**src/rtl/vga_sync_gen_if.sv**
```systemverilog
// vga_sync_gen_if: output bundle of the VGA timing generator.
interface vga_sync_gen_if #(parameter int CW = 12);
  logic          hsync, vsync, de, pix_tick, line_start, frame_start;
  logic [CW-1:0] pixel_x, pixel_y;
  logic [11:0]   rgb;
  modport master (output hsync, vsync, de, pix_tick, line_start, frame_start, pixel_x, pixel_y, rgb);
  modport slave  (input  hsync, vsync, de, pix_tick, line_start, frame_start, pixel_x, pixel_y, rgb);
endinterface

```
**src/rtl/vga_sync_gen.sv**
```systemverilog
// vga_sync_gen: parametrised VGA sync/DE/coordinate generator with prescaled pixel enable.
// Define VGA_SYNC_PATTERN_EN to drive rgb with eight vertical colour bars.
module vga_sync_gen #(
  parameter int CLK_DIV = 4,
  parameter int CW      = 12,
  parameter int H_SYNC  = 96,
  parameter int H_BP    = 48,
  parameter int H_DISP  = 640,
  parameter int H_FP    = 16,
  parameter int V_SYNC  = 2,
  parameter int V_BP    = 33,
  parameter int V_DISP  = 480,
  parameter int V_FP    = 10,
  parameter bit HS_POL  = 1'b0,
  parameter bit VS_POL  = 1'b0
) (
  input logic            clk,
  input logic            reset_n,
  vga_sync_gen_if.master o_vga
);
  localparam int H_TOTAL = H_SYNC + H_BP + H_DISP + H_FP;
  localparam int V_TOTAL = V_SYNC + V_BP + V_DISP + V_FP;
  localparam int DW      = CLK_DIV > 1 ? $clog2(CLK_DIV) : 1;
  typedef enum logic [1:0] {SYNC, BACK, DISP, FRONT} seg_e;
  logic [DW-1:0] r_div, w_div;
  logic [CW-1:0] r_h, r_v, w_h, w_v, w_hlast, w_vlast, w_px, w_py, r_px, r_py;
  seg_e          r_hst, r_vst, w_hst, w_vst;
  logic          w_tick, w_hwrap, w_vwrap, w_de;
  logic          r_hsync, r_vsync, r_de, r_tick, r_ls, r_fs;
  always_comb begin
    w_tick  = r_div == DW'(CLK_DIV - 1);
    w_div   = w_tick ? '0 : r_div + DW'(1);
    w_hwrap = w_tick && r_h == CW'(H_TOTAL - 1);
    w_vwrap = w_hwrap && r_v == CW'(V_TOTAL - 1);
    w_h     = w_hwrap ? '0 : r_h + CW'(w_tick);
    w_v     = w_vwrap ? '0 : r_v + CW'(w_hwrap);
    w_hlast = CW'(r_hst == SYNC ? H_SYNC - 1 : r_hst == BACK ? H_SYNC + H_BP - 1 :
                  r_hst == DISP ? H_SYNC + H_BP + H_DISP - 1 : H_TOTAL - 1);
    w_vlast = CW'(r_vst == SYNC ? V_SYNC - 1 : r_vst == BACK ? V_SYNC + V_BP - 1 :
                  r_vst == DISP ? V_SYNC + V_BP + V_DISP - 1 : V_TOTAL - 1);
    w_hst   = (w_tick && r_h == w_hlast) ? seg_e'(r_hst + 2'd1) : r_hst;
    w_vst   = (w_hwrap && r_v == w_vlast) ? seg_e'(r_vst + 2'd1) : r_vst;
    w_de    = w_hst == DISP && w_vst == DISP;
    w_px    = w_de ? w_h - CW'(H_SYNC + H_BP) : '0;
    w_py    = w_vst == DISP ? w_v - CW'(V_SYNC + V_BP) : '0;
  end
  // Outputs are registered from next-state values so they line up with the counters.
  always_ff @(posedge clk or negedge reset_n)
    if (!reset_n) begin
      r_div   <= '0;
      r_h     <= '0;
      r_v     <= '0;
      r_hst   <= SYNC;
      r_vst   <= SYNC;
      r_hsync <= HS_POL;
      r_vsync <= VS_POL;
      r_de    <= 1'b0;
      r_px    <= '0;
      r_py    <= '0;
      r_tick  <= 1'b0;
      r_ls    <= 1'b0;
      r_fs    <= 1'b0;
    end else begin
      r_div   <= w_div;
      r_h     <= w_h;
      r_v     <= w_v;
      r_hst   <= w_hst;
      r_vst   <= w_vst;
      r_hsync <= w_hst == SYNC ? HS_POL : ~HS_POL;
      r_vsync <= w_vst == SYNC ? VS_POL : ~VS_POL;
      r_de    <= w_de;
      r_px    <= w_px;
      r_py    <= w_py;
      r_tick  <= w_div == DW'(CLK_DIV - 1);
      r_ls    <= w_hwrap;
      r_fs    <= w_vwrap;
    end
  assign o_vga.hsync       = r_hsync;
  assign o_vga.vsync       = r_vsync;
  assign o_vga.de          = r_de;
  assign o_vga.pixel_x     = r_px;
  assign o_vga.pixel_y     = r_py;
  assign o_vga.pix_tick    = r_tick;
  assign o_vga.line_start  = r_ls;
  assign o_vga.frame_start = r_fs;
`ifdef VGA_SYNC_PATTERN_EN
  localparam logic [CW+2:0] HD = (CW + 3)'(H_DISP);
  logic [2:0]  w_bar;
  logic [11:0] r_rgb;
  assign w_bar = 3'({w_px, 3'b000} / HD);
  // Bar index bits map directly to colour: bit1 clears red, bit2 green, bit0 blue.
  always_ff @(posedge clk or negedge reset_n)
    if (!reset_n) r_rgb <= '0;
    else          r_rgb <= w_de ? {{4{~w_bar[1]}}, {4{~w_bar[2]}}, {4{~w_bar[0]}}} : '0;
  assign o_vga.rgb = r_rgb;
`else
  assign o_vga.rgb = 12'h000;
`endif
endmodule

```
**src/flat_wrapper.sv**
```systemverilog
// flat-port wrapper written by rule: the top's interface ports become plain ports
module vga_sync_gen_flat 
#(
  parameter int CLK_DIV = 4,
  parameter int CW      = 12,
  parameter int H_SYNC  = 96,
  parameter int H_BP    = 48,
  parameter int H_DISP  = 640,
  parameter int H_FP    = 16,
  parameter int V_SYNC  = 2,
  parameter int V_BP    = 33,
  parameter int V_DISP  = 480,
  parameter int V_FP    = 10,
  parameter bit HS_POL  = 1'b0,
  parameter bit VS_POL  = 1'b0
)
  (clk, reset_n, o_vga_hsync, o_vga_vsync, o_vga_de, o_vga_pix_tick, o_vga_line_start, o_vga_frame_start, o_vga_pixel_x, o_vga_pixel_y, o_vga_rgb);
  vga_sync_gen_if #(.CW(CW)) o_vga_i ();
  input logic clk;
  input logic reset_n;
  output wire logic [$bits(o_vga_i.hsync)-1:0] o_vga_hsync;
  output wire logic [$bits(o_vga_i.vsync)-1:0] o_vga_vsync;
  output wire logic [$bits(o_vga_i.de)-1:0] o_vga_de;
  output wire logic [$bits(o_vga_i.pix_tick)-1:0] o_vga_pix_tick;
  output wire logic [$bits(o_vga_i.line_start)-1:0] o_vga_line_start;
  output wire logic [$bits(o_vga_i.frame_start)-1:0] o_vga_frame_start;
  output wire logic [$bits(o_vga_i.pixel_x)-1:0] o_vga_pixel_x;
  output wire logic [$bits(o_vga_i.pixel_y)-1:0] o_vga_pixel_y;
  output wire logic [$bits(o_vga_i.rgb)-1:0] o_vga_rgb;
  assign o_vga_hsync = o_vga_i.hsync;
  assign o_vga_vsync = o_vga_i.vsync;
  assign o_vga_de = o_vga_i.de;
  assign o_vga_pix_tick = o_vga_i.pix_tick;
  assign o_vga_line_start = o_vga_i.line_start;
  assign o_vga_frame_start = o_vga_i.frame_start;
  assign o_vga_pixel_x = o_vga_i.pixel_x;
  assign o_vga_pixel_y = o_vga_i.pixel_y;
  assign o_vga_rgb = o_vga_i.rgb;
  vga_sync_gen #(.CLK_DIV(CLK_DIV), .CW(CW), .H_SYNC(H_SYNC), .H_BP(H_BP), .H_DISP(H_DISP), .H_FP(H_FP), .V_SYNC(V_SYNC), .V_BP(V_BP), .V_DISP(V_DISP), .V_FP(V_FP), .HS_POL(HS_POL), .VS_POL(VS_POL)) u_core (.clk(clk), .reset_n(reset_n), .o_vga(o_vga_i));
endmodule
```
**config.mk**
```make
export PLATFORM = sky130hd
export DESIGN_NAME = vga_sync_gen_flat
export DESIGN_NICKNAME = d
export VERILOG_FILES = /design/src/rtl/vga_sync_gen_if.sv /design/src/rtl/vga_sync_gen.sv /design/src/flat_wrapper.sv
export SDC_FILE = /design/constraint.sdc
export NUM_CORES = 1
export LEC_CHECK = 0
export BUFFER_PORTS_ARGS = -buffer_cell sky130_fd_sc_hd__buf_2
export CAP_MARGIN = 20
export CORE_UTILIZATION = 57
export DETAILED_ROUTE_END_ITERATION = 6
export GPL_TIMING_DRIVEN = 1
export PLACE_DENSITY_LB_ADDON = 0.08
export SLEW_MARGIN = 10
export SYNTH_ARGS = -nofsm -noshare
export SYNTH_HDL_FRONTEND = slang
export SYNTH_SLANG_ARGS = --single-unit
```
**constraint.sdc**
```tcl
create_clock -name clk -period 4.4 [get_ports clk]
set_input_delay 0.22 -clock clk [delete_from_list [all_inputs] [get_ports clk]]
set_output_delay 0.22 -clock clk [all_outputs]
set_load 0.02 [all_outputs]
```
**Yosys cells after proc, flatten, opt, wreduce, memory -nomap -nowiden**

Cells that the tools add are included.

- Bits in registers: 60
- Output and inout port bits: 42
- Logic and storage cells: 56

- $add $sub $neg: 7
- Equal/unequal tests: 12
- Mux-type cells: 15
- Reductions and logical operators: 9

Operator list:

| operator | number |
|---|---|
| 12-bit two-way mux | 8 |
| 12-bit by 1-bit adder with 12-bit output | 2 |
| 12-bit by 10-bit == test with 1-bit output (second input constant) | 2 |
| 12-bit == test | 2 |
| 2-bit == test (second input constant) | 6 |
| 12-bit by 6-bit subtractor with 12-bit output (second input constant) | 1 |
| 12-bit by 8-bit subtractor with 12-bit output (second input constant) | 1 |
| 2-bit zero test | 4 |
| 2-bit by 1-bit adder with 2-bit output (second input constant) | 3 |
| 2-bit two-way mux | 3 |
| 1-bit logical AND | 5 |
| 5-bit two-way mux | 1 |
| 2-bit by 1-bit == test with 1-bit output (second input constant) | 2 |
| 4-bit two-way mux | 1 |
| 1-bit two-way mux | 2 |

**Depth between registers and ports, before layout**

- Word-level depth: 10
- Mapped depth: 13
- Mapped depth without buffers: 12

**Worst setup path after synthesis**

No wires, ideal clock.

- Path type: reg2reg
- From: register u_core.r_div[0]
- To: register u_core.r_py[11] (netlist: u_core.o_vga.pixel_y[11])
- Arrival: 2998 ps
- Path slack: 1321 ps
- Cell stages (with the launch flop): 14
- Path buffers: 1
- Cell sequence: dfrtp_1 > ha_1 > and4bb_2 > nand4_4 > clkinv_1 > ha_1 > ha_1 > buf_2 > nand3_1 > xnor2_1 > and4b_1 > o21ai_0 > or4_1 > a21oi_1

- Word-level cells in the longest chain between the ends: 6
- Elaborated cells on any way between the ends: 10
- Classes of those cells: add/sub: 2; eq/ne: 2; mux: 3; reduce/logical: 3

RTL lines:

| what | RTL line | RTL |
|---|---|---|
| from (decl) | vga_sync_gen.sv:25 | `logic [DW-1:0] r_div, w_div;` |
| from (signal assigned) | vga_sync_gen.sv:64 | `r_div <= w_div;` |
| 2-bit == test (*) | vga_sync_gen.sv:31 | `w_tick = r_div == DW'(CLK_DIV - 1);` |
| 1-bit logical AND (*) | vga_sync_gen.sv:33 | `w_hwrap = w_tick && r_h == CW'(H_TOTAL - 1);` |
| named net u_core.w_hwrap | vga_sync_gen.sv:28 | `logic w_tick, w_hwrap, w_vwrap, w_de;` |
| 12-bit by 1-bit adder with 12-bit output (tied with other cells) | vga_sync_gen.sv:36 | `w_v = w_vwrap ? '0 : r_v + CW'(w_hwrap);` |
| 12-bit two-way mux / 2-bit two-way mux (equally long branches) | vga_sync_gen.sv:36, vga_sync_gen.sv:42 |  |
| 12-bit by 6-bit subtractor with 12-bit output / 2-bit == test (equally long branches) | vga_sync_gen.sv:45 | `w_py = w_vst == DISP ? w_v - CW'(V_SYNC + V_BP) : '0;` |
| 12-bit two-way mux (*) | vga_sync_gen.sv:45 |  |
| named net u_core.w_py[11] | vga_sync_gen.sv:26 | `logic [CW-1:0] r_h, r_v, w_h, w_v, w_hlast, w_vlast, w_px, w_py, r_px, r_py;` |
| to (signal assigned) | vga_sync_gen.sv:73 | `r_py <= w_py;` |
| to (decl) | vga_sync_gen.sv:26 |  |

Mark *: on every way through the listed nets, which the timed path passes. The rest lies on a longest branch.

**Final worst setup path**

Same ends and word-level chain as after synthesis.

==> flow_results.xml <==
<?xml version="1.0" encoding="UTF-8"?>
<metrics>
  <group name="global_route">
    <metric name="via_count_of_the_first_global_routing_pass" unit="">2029</metric>
    <metric name="grt_start_max_net_pins" unit="">61</metric>
    <metric name="grt_total_ovfl" unit="">0</metric>
    <metric name="grt_pass1_wl" unit="mm">10.0</metric>
    <metric name="grt_antenna_before_repair" unit="">0</metric>
    <metric name="grtUsageTotal" unit="">0.228</metric>
  </group>
  <group name="detailed_routing">
    <metric name="via_per_inst" unit="">5.29</metric>
    <metric name="detail_route.wirelength" unit="mm">5.98</metric>
    <metric name="first_iter_violations" unit="">184</metric>
    <metric name="drtPass1Iterations" unit="">4</metric>
    <metric name="route.detailed.wl_per_inst" unit="um">14.5</metric>
    <metric name="post-route-drc-count" unit="">0</metric>
    <metric name="via_total_after_detailed_routing" unit="">2186</metric>
    <metric name="final_antenna_net_count" unit="">0</metric>
  </group>
  <group name="setup_path">
    <metric name="reg2reg_depth" unit="">12</metric>
    <metric name="crit_path_start" unit="">u_core.r_div[0]</metric>
    <metric name="worst_ep_required_time" unit="ps">4670</metric>
    <metric name="critPathKind" unit="">flip-flop to flip-flop</metric>
    <metric name="critical_path.max_fanout" unit="">12</metric>
    <metric name="startpoint_type" unit="">flip-flop</metric>
    <metric name="rrSetupSlack" unit="ps">930</metric>
    <metric name="endpoint_kind" unit="">flip-flop</metric>
    <metric name="r2r-start" unit="">u_core.r_div[0]</metric>
    <metric name="crit_arrival" unit="ps">3750</metric>
  </group>
  <group name="layout">
    <metric name="area.growth.synth_to_final" unit="%">10.7</metric>
    <metric name="layout-drive-gt1-share" unit="">0.181</metric>
    <metric name="finalInstanceArea" unit="mm^2">0.00348</metric>
    <metric name="finish.net_count" unit="">355</metric>
    <metric name="antenna-diode-count" unit="">0</metric>
    <metric name="utilization" unit="">0.668</metric>
    <metric name="finalNonFillerCells" unit="">413</metric>
  </group>
  <group name="yosys">
    <metric name="asyncSetResetFlopFracSynth" unit="">1.00</metric>
    <metric name="post-synth-top-area-fraction" unit="">0.478</metric>
    <metric name="syn_avg_cell_area" unit="um^2">10.3</metric>
    <metric name="number_of_enable_flip_flop_cells_after_synthesis" unit="">0</metric>
    <metric name="synthDominantAreaCellType" unit="">sky130_fd_sc_hd__dfrtp_1</metric>
    <metric name="synth.top_cells.by_count" unit="">sky130_fd_sc_hd__dfrtp_1 (60), sky130_fd_sc_hd__nor2_1 (29), sky130_fd_sc_hd__xnor2_1 (23), sky130_fd_sc_hd__nand2_1 (21)</metric>
    <metric name="ys_dominant_reg_cell" unit="">sky130_fd_sc_hd__dfrtp_1</metric>
    <metric name="post-synth-top-count-cell" unit="">sky130_fd_sc_hd__dfrtp_1</metric>
    <metric name="netlist-cell-type-count" unit="">49</metric>
    <metric name="synthTopCellsByArea" unit="">sky130_fd_sc_hd__dfrtp_1 (48%), sky130_fd_sc_hd__xnor2_1 (6.4%), sky130_fd_sc_hd__ha_1 (6.0%)</metric>
    <metric name="seq_area_frac_synth" unit="">0.478</metric>
    <metric name="yosys_warnings" unit="">0</metric>
    <metric name="synth_cells" unit="">304</metric>
    <metric name="post_synth_instance_area" unit="mm^2">0.00314</metric>
    <metric name="synth_register_bits" unit="">60</metric>
  </group>
  <group name="sta">
    <metric name="final_period_minus_worst_setup_slack" unit="ps">3470</metric>
    <metric name="max_slew.worst_pin.slew" unit="ps">733</metric>
    <metric name="final-setup-viol-count" unit="">0</metric>
    <metric name="grt_setup_unrepaired" unit="">no</metric>
    <metric name="final_min_period_over_clock_period" unit="">0.789</metric>
    <metric name="timing.slew.headroom" unit="">0.511</metric>
    <metric name="tns" unit="ps">0</metric>
    <metric name="fmax" unit="MHz">288</metric>
    <metric name="fin_worst_skew" unit="ps">10.6</metric>
    <metric name="slew_violations" unit="">0</metric>
    <metric name="final-hold-violation-count" unit="">0</metric>
  </group>
  <group name="clock_tree">
    <metric name="postCtsResizedCells" unit="">0</metric>
    <metric name="clock_input_transition_at_the_sequential_cells_of_the_worst_setup_and_hold_paths" unit="ps">70</metric>
    <metric name="cts_post_setup_buffers_inserted" unit="">0</metric>
    <metric name="clock_root_buffer" unit="">sky130_fd_sc_hd__clkbuf_8</metric>
    <metric name="cts_inserted_buffers" unit="">9</metric>
    <metric name="cts_tree" unit="">yes</metric>
    <metric name="numClockSinks" unit="">60</metric>
    <metric name="clkLatencyLatePin" unit="ps">350</metric>
    <metric name="cts_htree_levels" unit="">3</metric>
    <metric name="cts_hold_buf" unit="">0</metric>
    <metric name="clk_path_buf_depth" unit="">2</metric>
  </group>
  <group name="floorplan">
    <metric name="floorplan.rows" unit="">26</metric>
    <metric name="design.portCount" unit="">44</metric>
    <metric name="die_width" unit="um">76.2</metric>
    <metric name="initial_core_util" unit="">0.604</metric>
    <metric name="die_y" unit="um">76.2</metric>
    <metric name="floorplan.die_area" unit="mm^2">0.00581</metric>
    <metric name="core" unit="mm^2">0.00520</metric>
  </group>
  <group name="pwr">
    <metric name="netSwitchingFraction" unit="">0.226</metric>
    <metric name="portion_of_total_power_attributed_to_combinational_logic" unit="">0.019</metric>
    <metric name="fin_total_pwr" unit="mW">1.04</metric>
    <metric name="power.leakage" unit="nW">1.84</metric>
    <metric name="reg_power_frac" unit="">0.532</metric>
    <metric name="net-switching-power" unit="mW">0.235</metric>
    <metric name="share_clk_of_total_power" unit="">0.449</metric>
    <metric name="vdd.ir_drop.worst" unit="mV">0.192</metric>
    <metric name="internal_power" unit="mW">0.802</metric>
    <metric name="power.density" unit="mW/mm^2">298</metric>
  </group>
  <group name="place">
    <metric name="post_dp_cell_area" unit="mm^2">0.00329</metric>
    <metric name="hpwl" unit="mm">4.23</metric>
    <metric name="globalplace.congestion" unit="">0.875</metric>
    <metric name="number_of_port_buffers" unit="">31</metric>
    <metric name="dpl.cell_count" unit="">397</metric>
  </group>
  <group name="outcome">
    <metric name="status" unit="">finished, final reports clean</metric>
  </group>
  <group name="job">
    <metric name="drv_cap" unit="">0</metric>
  </group>
  <group name="hold_path">
    <metric name="hold_class" unit="">input port to asynchronous set/reset pin</metric>
  </group>
</metrics>
[logic make-up after synthesis]
logic type	after synthesis	share of synthesized area
AOI/OAI and AO/OA	39	0.0880
xor gates and xnor gates	33	0.0920
adders and majority gates	15	0.0597
buffers and inverters	36	0.0649
DFF	60	0.478
muxes	4	0.0131
other	1	0.00119
and+or+nand+nor	116	0.203
[placed cells by master (no fill, tap or decap), drive strengths merged, types with 9 or more instances in the layout]
master  instances
nor3            9
conb           12
clkbuf         13
nand2          21
nor2           29
inv            15
xnor2          23
nand3          12
a21oi          12
xor2           10
ha             15
o21ai          11
dfrtp          60
buf            32
[worst paths after layout]
path | endpoint
hold reg to reg | u_core.r_div[0]
setup reg to reg | u_core.o_vga.pixel_y[11]
min in group clk | u_core.r_div[0]
hold / removal | u_core.o_vga.pixel_x[7]
setup / recovery | u_core.o_vga.pixel_y[11]
max in group asynchronous | u_core.r_v[9]
[layer usage]
metal,part of all wire,global-route usage,up-vias
met5,0,0,-
met4,0.011,0.108,0
met3,0.055,0.0623,6
met2,0.43,0.312,66
met1,0.50,0.333,1028
li1,-,-,1086
[power by group through the flow]
stage | combinational [mW] | clock (mW) | sequential [mW]
2_1_floorplan | 0.0170 | 0 | 0.562
3_3_place_gp | 0.0205 | 0 | 0.562
3_5_place_dp | 0.0206 | 0 | 0.562
4_1_cts | 0.0207 | 0.481 | 0.551
5_1_grt | 0.0231 | 0.505 | 0.551
6_report | 0.0201 | 0.465 | 0.552
[per-stage QoR]
step,worst slack (ps),hold WS (ps)
2_1_floorplan,1320,-75.6
3_3_place_gp,1040,409
3_5_place_dp,938,412
4_1_cts,924,29.6
5_1_grt,606,92.4
6_report,927,6.66
[cell type report]
class,instances,area (um^2)
clock inverters,3,20.0
clock buffers,13,169
multi-input cells,219,1480
repair buffers,32,163
inverters,16,60.1
flip-flops and latches,60,1500
fillers,433,1730
well taps,70,87.6
[critical path, stage by stage, from the launching register on]
cell and delay, ps:
sky130_fd_sc_hd__dfrtp_1 400, sky130_fd_sc_hd__ha_1 230, sky130_fd_sc_hd__and4bb_2 270, sky130_fd_sc_hd__nand4_4 120, sky130_fd_sc_hd__clkinv_1 330, sky130_fd_sc_hd__ha_1 320
sky130_fd_sc_hd__ha_1 290, sky130_fd_sc_hd__nand3_1 130, sky130_fd_sc_hd__xnor2_1 120, sky130_fd_sc_hd__and4b_1 320, sky130_fd_sc_hd__o21ai_0 200, sky130_fd_sc_hd__or4_1 520
sky130_fd_sc_hd__a21oi_1 150
[state kept, by name, indices dropped and copies added, names as in the netlist]
| register | flops |
|---|---|
| u_core.r_hst | 2 |
| u_core.o_vga.line_start | 1 |
| u_core.r_div | 2 |
| u_core.o_vga.pixel_y | 12 |
| u_core.o_vga.pixel_x | 12 |
| u_core.r_h | 12 |
| u_core.o_vga.hsync | 1 |
| u_core.o_vga.pix_tick | 1 |
| u_core.r_vst | 2 |
| u_core.r_v | 12 |
| u_core.o_vga.frame_start | 1 |
| u_core.o_vga.de | 1 |
| u_core.o_vga.vsync | 1 |
Note: power is estimated with default switching activity, not from simulation.
